File: src/rtl/taus_urng.sv
// taus_urng: dual taus88 uniform random number generator.
//
// Two independent three-component Tausworthe generators (A and B) are
// stepped together. Each advance registers one sample:
//   u0 = {tausA[31:0], tausB[31:16]}  (log/sqrt path)
//   u1 = tausB[15:0]                  (sincos path)
// The output uses a valid/ready handshake and holds while stalled.
//
// Ports:
//   clk        rising-edge clock
//   rst_n      asynchronous active-low reset
//   seed_wr    seed register write strobe
//   seed_idx   0-2 = A0..A2, 3-5 = B0..B2, 6-7 ignored
//   seed_data  seed value (floored to a legal taus88 seed on write)
//   seed_go    restart generation from the loaded seeds (LOAD only)
//   out_ready  downstream accepts the current sample
//   out_valid  u0/u1 hold a valid sample
//   u0, u1     sample outputs
//
// Build option: define TAUS_URNG_WARMUP_EN to discard the first 16
// generated samples after reset or seed_go (WARM state).

module taus_urng #(
    parameter logic [31:0] SEED_A0 = 32'h0000_1234,
    parameter logic [31:0] SEED_A1 = 32'h0000_5678,
    parameter logic [31:0] SEED_A2 = 32'h0000_9ABC,
    parameter logic [31:0] SEED_B0 = 32'h1357_0000,
    parameter logic [31:0] SEED_B1 = 32'h2468_0000,
    parameter logic [31:0] SEED_B2 = 32'h369C_0000
) (
    input  logic        clk,
    input  logic        rst_n,
    input  logic        seed_wr,
    input  logic [2:0]  seed_idx,
    input  logic [31:0] seed_data,
    input  logic        seed_go,
    input  logic        out_ready,
    output logic        out_valid,
    output logic [47:0] u0,
    output logic [15:0] u1
);

`ifdef TAUS_URNG_WARMUP_EN
    typedef enum logic [1:0] {LOAD, WARM, RUN} state_t;
`else
    typedef enum logic [1:0] {LOAD, RUN} state_t;
`endif

    state_t      r_state;
    logic [31:0] r_a0, r_a1, r_a2;
    logic [31:0] r_b0, r_b1, r_b2;
    logic [47:0] r_u0;
    logic [15:0] r_u1;
    logic        r_valid;
`ifdef TAUS_URNG_WARMUP_EN
    logic [3:0]  r_warm;
`endif

    logic [31:0] w_a0, w_a1, w_a2;
    logic [31:0] w_b0, w_b1, w_b2;
    logic [31:0] w_taus_a, w_taus_b;
    logic        w_seed_hit;

    always_comb begin
        w_a0 = ((r_a0 & 32'hFFFF_FFFE) << 12) ^ (((r_a0 << 13) ^ r_a0) >> 19);
        w_a1 = ((r_a1 & 32'hFFFF_FFF8) << 4)  ^ (((r_a1 << 2)  ^ r_a1) >> 25);
        w_a2 = ((r_a2 & 32'hFFFF_FFF0) << 17) ^ (((r_a2 << 3)  ^ r_a2) >> 11);
        w_b0 = ((r_b0 & 32'hFFFF_FFFE) << 12) ^ (((r_b0 << 13) ^ r_b0) >> 19);
        w_b1 = ((r_b1 & 32'hFFFF_FFF8) << 4)  ^ (((r_b1 << 2)  ^ r_b1) >> 25);
        w_b2 = ((r_b2 & 32'hFFFF_FFF0) << 17) ^ (((r_b2 << 3)  ^ r_b2) >> 11);
        w_taus_a = w_a0 ^ w_a1 ^ w_a2;
        w_taus_b = w_b0 ^ w_b1 ^ w_b2;
    end

    // Indices 6 and 7 are not seed registers and leave the FSM untouched.
    assign w_seed_hit = seed_wr && (seed_idx <= 3'd5);

    always_ff @(posedge clk or negedge rst_n) begin
        if (!rst_n) begin
            r_a0    <= SEED_A0 | 32'h0000_0002;
            r_a1    <= SEED_A1 | 32'h0000_0008;
            r_a2    <= SEED_A2 | 32'h0000_0010;
            r_b0    <= SEED_B0 | 32'h0000_0002;
            r_b1    <= SEED_B1 | 32'h0000_0008;
            r_b2    <= SEED_B2 | 32'h0000_0010;
            r_u0    <= '0;
            r_u1    <= '0;
            r_valid <= 1'b0;
`ifdef TAUS_URNG_WARMUP_EN
            r_warm  <= '0;
            r_state <= WARM;
`else
            r_state <= RUN;
`endif
        end else if (w_seed_hit) begin
            // A seed write always wins: no advance, sample dropped, seed_go ignored.
            case (seed_idx)
                3'd0:    r_a0 <= seed_data | 32'h0000_0002;
                3'd1:    r_a1 <= seed_data | 32'h0000_0008;
                3'd2:    r_a2 <= seed_data | 32'h0000_0010;
                3'd3:    r_b0 <= seed_data | 32'h0000_0002;
                3'd4:    r_b1 <= seed_data | 32'h0000_0008;
                default: r_b2 <= seed_data | 32'h0000_0010;
            endcase
            r_valid <= 1'b0;
            r_state <= LOAD;
        end else begin
            case (r_state)
                LOAD: begin
                    r_valid <= 1'b0;
                    if (seed_go) begin
`ifdef TAUS_URNG_WARMUP_EN
                        r_warm  <= '0;
                        r_state <= WARM;
`else
                        r_state <= RUN;
`endif
                    end
                end
`ifdef TAUS_URNG_WARMUP_EN
                WARM: begin
                    r_a0    <= w_a0;
                    r_a1    <= w_a1;
                    r_a2    <= w_a2;
                    r_b0    <= w_b0;
                    r_b1    <= w_b1;
                    r_b2    <= w_b2;
                    r_u0    <= {w_taus_a, w_taus_b[31:16]};
                    r_u1    <= w_taus_b[15:0];
                    r_valid <= 1'b0;
                    r_warm  <= r_warm + 4'd1;
                    if (r_warm == 4'd15) begin
                        r_state <= RUN;
                    end
                end
`endif
                RUN: begin
                    if (!r_valid || out_ready) begin
                        r_a0    <= w_a0;
                        r_a1    <= w_a1;
                        r_a2    <= w_a2;
                        r_b0    <= w_b0;
                        r_b1    <= w_b1;
                        r_b2    <= w_b2;
                        r_u0    <= {w_taus_a, w_taus_b[31:16]};
                        r_u1    <= w_taus_b[15:0];
                        r_valid <= 1'b1;
                    end
                end
                default: begin
                    r_valid <= 1'b0;
                    r_state <= LOAD;
                end
            endcase
        end
    end

    assign out_valid = r_valid;
    assign u0        = r_u0;
    assign u1        = r_u1;

endmodule

File: config.mk
export PLATFORM = sky130hd
export DESIGN_NAME = taus_urng
export DESIGN_NICKNAME = d
export VERILOG_FILES = /design/src/rtl/taus_urng.sv
export SDC_FILE = /design/constraint.sdc
export NUM_CORES = 1
export LEC_CHECK = 0
export BUFFER_PORTS_ARGS = -buffer_cell sky130_fd_sc_hd__buf_2
export CAP_MARGIN = 20
export CORE_ASPECT_RATIO = 0.7
export CORE_MARGIN = 2
export CORE_UTILIZATION = 55
export CTS_CLUSTER_DIAMETER = 30
export DETAILED_ROUTE_END_ITERATION = 8
export PLACE_DENSITY = 0.75
export SLEW_MARGIN = 0
export SYNTH_ARGS = -nofsm -noshare
export SYNTH_HDL_FRONTEND = slang
export SYNTH_SLANG_ARGS = --single-unit
File: constraint.sdc
create_clock -name clk -period 1.7 [get_ports clk]
set_input_delay 0.085 -clock clk [delete_from_list [all_inputs] [get_ports clk]]
set_output_delay 0.085 -clock clk [all_outputs]
set_load 0.02 [all_outputs]
* Word-level counts from Yosys, hierarchy flattened
Index checks and enable logic that the tools add are counted.
** Storage, ports and cells
- Register bits :: 259
- Input port bits :: 40
- Word-level logic and storage cells :: 88
** Cells by class
- Order comparisons :: 1
- Equal/unequal tests :: 14
- Mux-type cells :: 30
- Bitwise logic cells :: 17
- Reductions and logical operators :: 16
** Operator list (count)
- two-way mux 32 bit :: 24
- XOR 32 bit :: 10
- XOR 32 x 13 -> 32 bit :: 2
- XOR 32 x 21 -> 32 bit :: 2
- XOR 32 x 7 -> 32 bit :: 2
- AND reduction 3 bit :: 7
- inequality test 2 x 1 -> 1 bit (second input constant) :: 5
- equality test 3 x 2 -> 1 bit (second input constant) :: 2
- inequality test 3 bit (second input constant) :: 2
- OR reduction 5 bit :: 1
- two-way mux 2 bit :: 2
- inequality test 2 bit (second input constant) :: 2
- one-hot mux 2 bit (2 select lines) :: 1
- nonzero test 2 bit :: 2
- equality test 3 x 1 -> 1 bit (second input constant) :: 1
- equality test 3 bit (second input constant) :: 1
- <= comparator 3 bit (second input constant) :: 1
- zero test 3 bit :: 1
- two-way mux 1 bit :: 3
- equality test 2 x 1 -> 1 bit (second input constant) :: 1
- zero test 2 bit :: 1
- AND reduction 2 bit :: 1
- logical AND 1 bit :: 1
- zero test 1 bit :: 1
- 2 further kinds :: 2

* Depth between registers and ports, before layout
Gate-level depths: netlist of the first run.
- Depth in word-level cells :: 5
- Mapped depth :: 7

* Worst setup path after synthesis of the first run
OpenSTA, ideal clock, no wires.
- Path type :: register -> register
- Start point :: register r_valid, in the netlist out_valid
- End point :: register r_a1[20]
- Library setup time :: 125 ps
- Arrival time :: 1914 ps
- Required time :: 1575 ps
- Slack :: -338 ps
- Cell stages (with the launch flop) :: 8
- Path buffers :: 4
- Period minus slack after synthesis :: 2038 ps
- Path through :: dfrtp_1 -> nor2b_1 -> clkbuf_2 -> buf_2 -> o31ai_1 -> buf_2 -> buf_4 -> mux2_2
** On the way
- Word-level cells in the longest chain between the ends :: 4
** Ends and longest elaborated chain
- start, declared :: RTL line 54 : logic r_valid;
- start signal, assigned :: RTL line 88 : r_valid <= 1'b0;
- start signal, assigned :: RTL line 105 : r_valid <= 1'b0;
- start signal, assigned :: RTL line 110 : r_valid <= 1'b0;
- zero test 1 bit :: RTL line 138 : if (!r_valid || out_ready) begin
- logical OR 1 bit :: RTL line 138
- nonzero test 2 bit (no line)
- AND reduction 3 bit (no line)
- end signal, assigned :: RTL line 81 : r_a1 <= SEED_A1 | 32'h0000_0008;
- end signal, assigned :: RTL line 99 : 3'd1: r_a1 <= seed_data | 32'h0000_0008;
- end signal, assigned :: RTL line 140 : r_a1 <= w_a1;
- end, declared :: RTL line 50 : logic [31:0] r_a0, r_a1, r_a2;
No other way between the ends.
A chain may end at the register's enable or synchronous reset.

* Final worst setup path of the first run
- Start point :: register r_state[0]
- End point :: register r_a0[27]
** On the way
- Word-level cells in the longest chain between the ends :: 3
** Ends and longest elaborated chain
- start, declared :: RTL line 49 : state_t r_state;
- start signal, assigned :: RTL line 93 : r_state <= RUN;
- start signal, assigned :: RTL line 106 : r_state <= LOAD;
- start signal, assigned :: RTL line 116 : r_state <= RUN;
- equality test 2 x 1 -> 1 bit :: RTL line 108 : case (r_state)
- nonzero test 2 bit (no line)
- AND reduction 3 bit (no line)
- end signal, assigned :: RTL line 80 : r_a0 <= SEED_A0 | 32'h0000_0002;
- end signal, assigned :: RTL line 98 : 3'd0: r_a0 <= seed_data | 32'h0000_0002;
- end signal, assigned :: RTL line 139 : r_a0 <= w_a0;
- end, declared :: RTL line 50
No other way between the ends.

==> flow_summary.yaml, run 1 <==
status:
  run_status: "finished, violations left"
  failed_checks: "setup timing"
drt:
  drt_iter0_markers: 730
  ant_nets: 0
  detail_route.vias_per_cell: 5.77
  drc: 0
  drt-pass1-iter-count: 5
  wirelength_mm: 39.4
  avgRoutedWirePerCell_um: 26.6
  routed-via-count: 8544
clocking:
  cts_root_buffer: "clkbuf_16"
  cts_inserted_buffers: 42
  cts_buffer_depth: 3
  clkSlewWorstSetupHoldPaths_ns: 0.05
  insertion_delay_ns: 0.53
  clkSinkCount: 242
  clock_tree_from_tritoncts: "built"
  cts-htree-levels: 2
sta:
  final-setup-viol-count: 106
  slew_headroom_pct: 61.3
  fin_hold_ws_ns: 0.0201
  timing.final.hold_violations: 0
  share_of_the_clock_period_used_by_the_worst_path_after_layout_pct: 104
  final_max_slew_viol_count: 0
  rsz0062_at_grt: "true"
  fin_ws_ns: -0.0642
  timing.fmax_mhz: 567
  worst_pin_slew_ns: 0.577
  final_period_minus_worst_setup_slack_ns: 1.76
  skew_ns: 0.0265
global_route:
  antenna_violations_before_repair: 1
  global_route.overflow_total: 0
  grt_pass1_vias: 8686
  grtUsageTotal_pct: 30.4
  pin_count_of_the_biggest_net_entering_global_routing: 57
  grt_first_pass_wirelength_mm: 56.6
critical_path:
  timing.rr.end: "r_a0[27]$_DFFE_PN0P_"
  worstPathMaxFanout: 6
  worstSetupPathType: "reg -> reg"
  critPathRequiredTime_ns: 2.09
  worst-endpoint-arrival_ns: 2.15
  reg2reg_setup_slack_ns: -0.06
  ff2ff_path_depth: 6
  timing.rr.start: "r_state[0]$_DFFE_PN1P_"
  timing.critical_path.from: "r_state[0]$_DFFE_PN1P_"
  timing.critical_path.to_type: "register"
  critPathLaunchType: "register"
pwr:
  report.power.total_mw: 42.4
  power_leakage_nw: 7.83
  max-vdd-ir-drop_mv: 1.47
  powerDensity_mw_per_mm2: 2460
final_layout:
  drive_above_1_share_pct: 62.1
  areaGrowthSynthToFinish_pct: 29.5
  most_used_cells_in_the_layout_excluding_fill_and_tap_cells: "mux2_2 (236), dfrtp_1 (195), mux2_4 (146)"
  number_of_inserted_diodes: 0
  number_of_nets_in_the_final_layout: 1169
  utilization_pct: 72.9
  layout_commonest_cell: "mux2_2"
logic_synthesis:
  synthesized_netlist_cell_count: 925
  postSynthNetCount: 965
  avgSynthCellArea_um2: 14.4
  synth.cell_area_mm2: 0.0133
  post_synth_num_cell_types: 35
  synthesis.yosys.warnings: 0
  ys_ff_latch: 242
  seq_area_frac_synth_pct: 45.8
floorplanning:
  placeableCoreArea_mm2: 0.0237
  die_width_um: 190
  die_area_mm2: 0.0255
  floorplan.initialDensity_pct: 56.3
  die_height_um: 134
  rows: 47
  pin_count: 105
placed_design:
  post-dp-hpwl_mm: 26.0
  buffer_ports.inserted: 102
  place_congestion: 0.888
hold_path:
  min_delay_path_class: "in -> async"
job:
  max_cap_violations: 0
==> Yosys cell counts <==
master | number | area share, %
a21bo_2 | 1 | 0.075
a21boi_4 | 1 | 0.14
a21o_1 | 2 | 0.11
buf_1 | 6 | 0.17
buf_2 | 23 | 0.86
buf_4 | 7 | 0.39
buf_6 | 8 | 0.68
clkbuf_1 | 1 | 0.028
clkbuf_2 | 1 | 0.037
dfrtp_1 | 196 | 37
dfstp_2 | 46 | 9.1
inv_1 | 11 | 0.31
inv_2 | 1 | 0.028
mux2_1 | 4 | 0.34
mux2_2 | 359 | 30
mux2_4 | 20 | 2.3
mux2i_1 | 19 | 1.4
nand2_1 | 3 | 0.084
nand2b_1 | 2 | 0.094
nand4b_1 | 2 | 0.13
nor2_1 | 3 | 0.084
nor2b_1 | 1 | 0.047
nor4_1 | 2 | 0.094
o21ai_0 | 5 | 0.19
o22a_1 | 1 | 0.066
o31ai_1 | 7 | 0.39
o31ai_2 | 1 | 0.094
o31ai_4 | 3 | 0.48
or3_1 | 1 | 0.047
or4b_2 | 1 | 0.075
or4bb_1 | 3 | 0.25
xnor2_1 | 115 | 7.6
xnor3_1 | 16 | 2.7
xor2_1 | 43 | 2.8
xor3_1 | 10 | 1.8
==> per-stage QoR <==
step / setup TNS [ns] / setup slack [ns] / area [um2] / instances
after floorplan: -13.38 / -0.156 / 13700 / 925
after global placement: -10.11 / -0.105 / 15000 / 1374
after detailed placement: -15.15 / -0.138 / 15000 / 1374
after CTS: -1.97 / -0.0690 / 16900 / 1473
after global routing: -7.71 / -0.0953 / 17300 / 1481
final: -2.44 / -0.0642 / 17300 / 1481
==> final cells by class <==
cell class	instances	area (um2)
sequential	242	6110
clock buffer	55	1170
fill	1513	6420
timing repair buffer	206	1830
multi-input combinational	625	7450
inverter	12	47.5
tap	318	398
clock inverter	23	267
==> power breakdown <==
group | internal [mW] | switching [mW] | total (mW)
Combinational | 12.2 | 9.38 | 21.6
Sequential | 9.21 | 3.11 | 12.3
Clock | 5.49 | 3.02 | 8.51
==> what timing repair did <==
item                                    4_1_cts  5_1_grt
hold buffers                                  5        0
endpoints found under the setup margin      229      180
setup buffers                                10        2
gates cloned                                  6        6
gates resized for setup                      46       62
pin swaps                                     4        3
hold endpoints to repair                    217        0
==> kinds of logic after synthesis <==
| logic type | share of synthesized area, % |
|---|---|
| buf+inv | 2.51 |
| compound gates | 1.55 |
| simple gates | 0.910 |
| mux | 34.3 |
| flops | 45.8 |
| xor+xnor | 14.9 |
==> registers in the layout, indices dropped and copies added (netlist names) <==
signal / cells
u0: 48
r_a0: 31
r_b0: 31
r_a1: 29
r_b1: 29
r_a2: 28
r_b2: 28
u1: 16
out_valid: 1
r_state: 1
==> worst max-delay path, stage by stage, from the launching register on <==
cell,delay (ns)
dfstp_2,0.55
inv_4,0.06
buf_4,0.14
o31ai_4,0.22
buf_6,0.19
clkbuf_16,0.15
mux2_2,0.32
==> routing by layer <==
layer  up-vias  track usage (%)  share of wire (%)
met5         -                0              0.046
met3        58             13.2                 12
met2       345             40.9                 40
met4         2             5.81                1.5
met1      4416             45.5                 47
li1       3723                -                  -
==> how the worst max path moves through the flow <==
stage / to / slack, ns / depth (start not counted)
5_1_grt: r_a0[30]$_DFFE_PN0P_ / -0.1 / 6
6_report: r_a0[27]$_DFFE_PN0P_ / -0.06 / 6
3_3_place_gp: r_a2[8]$_DFFE_PN0P_ / -0.10 / 4
2_1_floorplan: u0[40]$_DFFE_PN0P_ / -0.16 / 7
3_5_place_dp: r_b2[31]$_DFFE_PN0P_ / -0.14 / 5
4_1_cts: r_b0[13]$_DFFE_PN0P_ / -0.07 / 6
No activity file was read; power rests on OpenSTA's default activity.
==> run 2: changes to the inputs <==
==> constraint.sdc (replaced) <==
create_clock -name clk -period 1.46 [get_ports clk]
set_input_delay 0.073 -clock clk [delete_from_list [all_inputs] [get_ports clk]]
set_output_delay 0.073 -clock clk [all_outputs]
set_load 0.02 [all_outputs]
==> run 2 against run 1 <==
Compared with the run above: the flow still finishes with violations (setup timing); sequential cell count stayed put; cell area is 2.8% higher; worst setup slack worse by 0.25 ns; sequential share of layout area is 0.98 points lower; power is 21% higher; critical path depth is 2 lower; clock power is 19% higher; critical endpoint is now u0[41]$_DFFE_PN0P_.
==> flow_summary.yaml, run 2 (synthesis results as in run 1) <==
status:
  run_status: "finished, violations left"
  failed_checks: "setup timing"
global_route:
  pin_count_of_the_biggest_net_entering_global_routing: 49
  global_route.peak_usage_layer: "met1"
  grtUsageTotal_pct: 30.4
  grtUsageMet3_pct: 8.56
  grt_first_pass_wirelength_mm: 56.8
  use_met2_pct: 42.4
  grt_pass1_vias: 8871
  global_route.overflow_total: 0
  grt_use_met1_pct: 46.9
  antenna_violations_before_repair: 0
pwr:
  intPower_mw: 32.4
  swShare_pct: 36.8
  powerDensity_mw_per_mm2: 2880
  report.power.total_mw: 51.2
  net-switching-power_mw: 18.8
  power_leakage_nw: 8.08
  clockPowerShare_pct: 19.8
  share_comb_of_total_power_pct: 52.4
  seqPwrFrac_pct: 27.8
  max-vdd-ir-drop_mv: 1.67
final_layout:
  number_of_nets_in_the_final_layout: 1230
  final-instance-count-excl-fill: 1544
  drive_above_1_share_pct: 64.1
  most_used_cells_in_the_layout_excluding_fill_and_tap_cells: "mux2_2 (261), dfrtp_1 (195), mux2_4 (122)"
  design_area_mm2: 0.0178
  number_of_inserted_diodes: 0
  layout_commonest_cell: "mux2_2"
  flip_flop_count_of_the_largest_register_all_copies_and_words_added: 48
  areaGrowthSynthToFinish_pct: 33.2
  utilization_pct: 75.0
clocking:
  cts-htree-levels: 2
  clkSlewWorstSetupHoldPaths_ns: 0.05
  clkSinkCount: 242
  cts_buffer_depth: 3
  cts_root_buffer: "clkbuf_16"
  cts_inserted_buffers: 44
  clock_tree_from_tritoncts: "built"
  insertion_delay_ns: 0.54
critical_path:
  worstPathMaxFanout: 33
  ff2ff_path_depth: 4
  timing.critical_path.to_type: "register"
  crit_path_cell_trace: "inv_8, or3_4, buf_12, mux2_4"
  crit_path_max_incr_delay_ns: 0.58
  buffering_stage_count_on_the_worst_path_with_inverters_included: 2
  worst-endpoint-arrival_ns: 2.18
  critPathRequiredTime_ns: 1.87
  reg2reg_setup_slack_ns: -0.31
  crit_cells: 4
  timing.critical_path.from: "r_state[0]$_DFFE_PN1P_"
  critical-path-top-delay-family: "flip-flops"
  timing.rr.start: "r_state[0]$_DFFE_PN1P_"
  critPathLaunchType: "register"
  worst_path_max_delay_cell: "dfstp_2"
  timing.rr.end: "u0[41]$_DFFE_PN0P_"
  critical_path.endpoint: "u0[41]$_DFFE_PN0P_"
  worstSetupPathType: "reg -> reg"
drt:
  ant_nets: 0
  routed-via-count: 9043
  drc: 0
  detail_route.vias_per_cell: 5.86
  drt-pass1-iter-count: 5
  wirelength_mm: 41.7
  avgRoutedWirePerCell_um: 27.0
  drt_iter0_markers: 854
placed_design:
  buffer_ports.inserted: 102
  post_dp_cell_area_mm2: 0.0154
  post-dp-hpwl_mm: 26.6
  dp.cells: 1425
  preCtsSetupSlack_ns: -0.534
  place_congestion: 0.880
floorplanning:
  die_area_mm2: 0.0255
  pin_count: 105
  rows: 47
  floorplan.initialDensity_pct: 56.3
  die_height_um: 134
  die_width_um: 190
  placeableCoreArea_mm2: 0.0237
job:
  max_cap_violations: 0
sta:
  slew_headroom_pct: 67.3
  skew_ns: 0.0204
  final_period_minus_worst_setup_slack_ns: 1.77
  share_of_the_clock_period_used_by_the_worst_path_after_layout_pct: 122
  timing.final.hold_violations: 0
  final-setup-viol-count: 240
  totalNegativeSetupSlack_ns: -53.34
  rsz0062_at_grt: "true"
  worst_pin_slew_ns: 0.489
  fin_ws_ns: -0.314
  timing.fmax_mhz: 564
  fin_hold_ws_ns: 0.0236
  final_max_slew_viol_count: 0
hold_path:
  min_delay_path_class: "in -> reg"
  worst_hold_path.num_cells: 3
run 2: timing repair:
| item | 4_1_cts | 5_1_grt |
|---|---|---|
| cloned | 2 | 16 |
| hold endpoints to repair | 208 | 0 |
| setup buffers | 6 | 8 |
| hold buffers | 5 | 0 |
| endpoints found under the setup margin | 240 | 240 |
| pin swaps | 3 | 1 |
| gates resized for setup | 28 | 48 |
run 2: layout make-up:
class | count | area, um2
clock inverters | 26 | 265
flip-flops and latches | 242 | 6110
clock buffers | 56 | 1210
well taps | 318 | 398
fillers | 1450 | 5930
inverters | 12 | 52.6
multi-input cells | 625 | 7370
repair buffers | 265 | 2350
run 2: tightest hold or removal path, cell delays in order:
cell and delay (ns):
buf_2 0.14, mux2_2 0.16, mux2_2 0.14
run 2: per-layer routing:
layer	vias to the layer above	wire, um
met4	0	743
met2	434	17200
met1	4729	19100
met3	60	4630
li1	3820	-
met5	-	0
run 2: power groups by stage:
| stage | logic [mW] | registers (mW) | clock network (mW) |
|---|---|---|---|
| after global routing | 28.0 | 14.5 | 10.5 |
| after global placement | 24.6 | 13.8 | 0 |
| final | 26.8 | 14.2 | 10.1 |
| after floorplan | 15.3 | 14.4 | 0 |
| after detailed placement | 24.9 | 13.9 | 0 |
| after CTS | 25.5 | 14.0 | 10.2 |
run 2: worst min path at each step:
stage | slack, ns | to | from
after floorplan | -0.22 | out_valid$_DFFE_PN0P_ | rst_n
after global placement | 0.02 | r_a2[16]$_DFFE_PN0P_ | rst_n
after detailed placement | 0.02 | r_a2[16]$_DFFE_PN0P_ | rst_n
after CTS | 0.007 | r_a0[31]$_DFFE_PN0P_ | seed_data[31]
after global routing | 0.02 | r_a2[5]$_DFFE_PN1P_ | seed_data[5]
final | 0.02 | r_a0[5]$_DFFE_PN1P_ | seed_data[5]
==> run 3: changes to the inputs <==
--- a/config.mk
+++ b/config.mk
@@ -7,12 +7,14 @@
 export LEC_CHECK = 0
 export BUFFER_PORTS_ARGS = -buffer_cell sky130_fd_sc_hd__buf_2
 export CAP_MARGIN = 20
+export CELL_PAD_IN_SITES_DETAIL_PLACEMENT = 1
+export CELL_PAD_IN_SITES_GLOBAL_PLACEMENT = 1
 export CORE_ASPECT_RATIO = 0.7
 export CORE_MARGIN = 2
 export CORE_UTILIZATION = 55
 export CTS_CLUSTER_DIAMETER = 30
 export DETAILED_ROUTE_END_ITERATION = 8
-export PLACE_DENSITY = 0.75
+export PLACE_DENSITY = 0.84
 export SLEW_MARGIN = 0
 export SYNTH_ARGS = -nofsm -noshare
 export SYNTH_HDL_FRONTEND = slang
==> constraint.sdc (replaced) <==
create_clock -name clk -period 2.27 [get_ports clk]
set_input_delay 0.1135 -clock clk [delete_from_list [all_inputs] [get_ports clk]]
set_output_delay 0.1135 -clock clk [all_outputs]
set_load 0.02 [all_outputs]
==> run 3 against run 2 <==
Compared with the run above: the flow now finishes without violations; hold slack worse by 0.0069 ns; global-route usage up 5.0 points; first-iteration DRC count down 9.8%; critical path depth down 1; clock power down 26%; utilization down 7.2 points; clock skew down 0.0024 ns; register-to-register slack better by 0.37 ns; count of clock-buffer cells in the layout up 1; sequential share of layout area up 3.7 points; cell count down 8.9%; combinational power down 45%; highest routed layer is now met5.
==> flow_summary.yaml, run 3 (synthesis results as in run 1) <==
critical_path:
  worst_path_max_delay_cell: "or3_4"
  worst-endpoint-arrival_ns: 2.63
  timing.rr.start: "r_state[0]$_DFFE_PN1P_"
  timing.critical_path.to_type: "register"
  crit_path_max_incr_delay_ns: 0.90
  worstPathMaxFanout: 67
  worstSetupPathType: "reg -> reg"
  critPathLaunchType: "register"
  crit_path_cell_trace: "inv_2, or3_4, mux2_2"
  critPathRequiredTime_ns: 2.69
  timing.critical_path.from: "r_state[0]$_DFFE_PN1P_"
sta:
  rsz0062_at_grt: "true"
  share_of_the_clock_period_used_by_the_worst_path_after_layout_pct: 97.4
  final_period_minus_worst_setup_slack_ns: 2.21
  slew_headroom_pct: 29.4
  worst_pin_slew_ns: 1.06
  fin_ws_ns: 0.0595
  timing.final.hold_violations: 0
  skew_ns: 0.0180
  timing.fmax_mhz: 452
  final_max_slew_viol_count: 0
  final-setup-viol-count: 0
job:
  max_cap_violations: 0
pwr:
  clockPowerShare_pct: 23.3
  powerDensity_mw_per_mm2: 1990
  max-vdd-ir-drop_mv: 0.951
  power_leakage_nw: 6.95
  report.power.total_mw: 32.0
  net-switching-power_mw: 12.4
  share_comb_of_total_power_pct: 46.1
  seqPwrFrac_pct: 30.6
  intPower_mw: 19.6
  swShare_pct: 38.6
global_route:
  grt_first_pass_wirelength_mm: 65.8
  global_route.overflow_total: 0
  pin_count_of_the_biggest_net_entering_global_routing: 68
  grt_pass1_vias: 9622
  antenna_violations_before_repair: 3
  grtUsageTotal_pct: 35.5
placed_design:
  post-dp-hpwl_mm: 27.0
  post_dp_cell_area_mm2: 0.0143
  buffer_ports.inserted: 102
  preCtsSetupSlack_ns: 0.0907
  place_congestion: 0.857
floorplanning:
  floorplan.initialDensity_pct: 56.3
  pin_count: 105
  rows: 47
  die_width_um: 190
  die_height_um: 134
  die_area_mm2: 0.0255
  placeableCoreArea_mm2: 0.0237
clocking:
  insertion_delay_ns: 0.54
  cts-htree-levels: 2
  cts_buffer_depth: 3
  clkSinkCount: 242
  clock_tree_from_tritoncts: "built"
  post_cts.resized_instances: 0
  clkSlewWorstSetupHoldPaths_ns: 0.05
  cts_root_buffer: "clkbuf_16"
  cts_inserted_buffers: 45
drt:
  drc: 0
  drt-pass1-iter-count: 5
  drt_iter0_markers: 770
  ant_nets: 0
  avgRoutedWirePerCell_um: 31.2
  wirelength_mm: 43.9
  detail_route.vias_per_cell: 6.11
  routed-via-count: 8597
hold_path:
  min_delay_path_class: "in -> reg"
  hp-start: "seed_data[2]"
final_layout:
  utilization_pct: 67.7
  number_of_nets_in_the_final_layout: 1091
  drive_above_1_share_pct: 58.8
  design_area_mm2: 0.0161
  areaGrowthSynthToFinish_pct: 20.4
  most_used_cells_in_the_layout_excluding_fill_and_tap_cells: "mux2_2 (359), dfrtp_1 (196), xnor2_1 (115)"
  layout_commonest_cell: "mux2_2"
  number_of_inserted_diodes: 0
  flip_flop_count_of_the_largest_register_all_copies_and_words_added: 48
status:
  run_status: "finished, final reports clean"
## run 3: changes by cell type in the layout (fill, tap and decap cells not counted), sizes merged
cell         before  now
dlygate4sd3       5    3
buf             249  122
inv              19   16
clkinv           12   10
bufinv            3    9
clkbuf           67   57
## run 3: power by group through the flow
stage / combinational (mW) / sequential, mW / clock (mW)
2_1_floorplan: 9.32 / 9.23 / 0
3_3_place_gp: 13.5 / 9.33 / 0
3_5_place_dp: 14.0 / 9.48 / 0
4_1_cts: 14.6 / 9.64 / 7.54
5_1_grt: 15.5 / 9.96 / 7.71
6_report: 14.7 / 9.79 / 7.46
## run 3: what timing repair did
item	in CTS	in global routing
hold buffers	3	0
endpoints found under the hold margin	106	0
buffers inserted	0	0
setup endpoints to repair	0	32
## run 3: worst max-delay path, delay by kind of cell, from the launching register on
family	cells	cell delay [ns]
mux	1	0.44
buf+inv	1	0.32
simple gates	1	0.90
flops	1	0.37
## run 3: cell type report
class                   instances  area [um2]
fillers                      2155        7640
flip-flops and latches        242        6110
well taps                     318         398
repair buffers                125         876
inverters                      12        45.0
clock buffers                  57        1280
multi-input cells             625        6940
clock inverters                27         400
## run 3: through the flow
step | hold WS [ns] | setup TNS [ns] | std cells
2_1_floorplan | -0.182 | 0 | 925
3_3_place_gp | 0.125 | 0 | 1319
3_5_place_dp | 0.128 | 0 | 1319
4_1_cts | 0.00418 | 0 | 1406
5_1_grt | 0.0178 | -0.815 | 1406
6_report | 0.0166 | 0 | 1406
## run 3: path summary, 6_finish.rpt
kind	cells past startpoint	slack, ns	end
max in group asynchronous	3	1.37	r_b2[18]$_DFFE_PN1P_
min in group asynchronous	2	0.13	r_a0[24]$_DFFE_PN0P_
min	3	0.02	r_a0[2]$_DFFE_PN1P_
max	3	0.06	u1[14]$_DFFE_PN0P_
min reg2reg	1	0.50	u1[13]$_DFFE_PN0P_
max reg2reg	3	0.06	u1[14]$_DFFE_PN0P_
## run 3: metal layers
layer / routed length [um] / GRT usage [%] / share of wire (%)
met4: 1100 / 10.2 / 2.5
met5: 23 / 0 / 0.052
met2: 19600 / 54.3 / 45
met1: 19100 / 49.0 / 44
met3: 3960 / 10.9 / 9.0
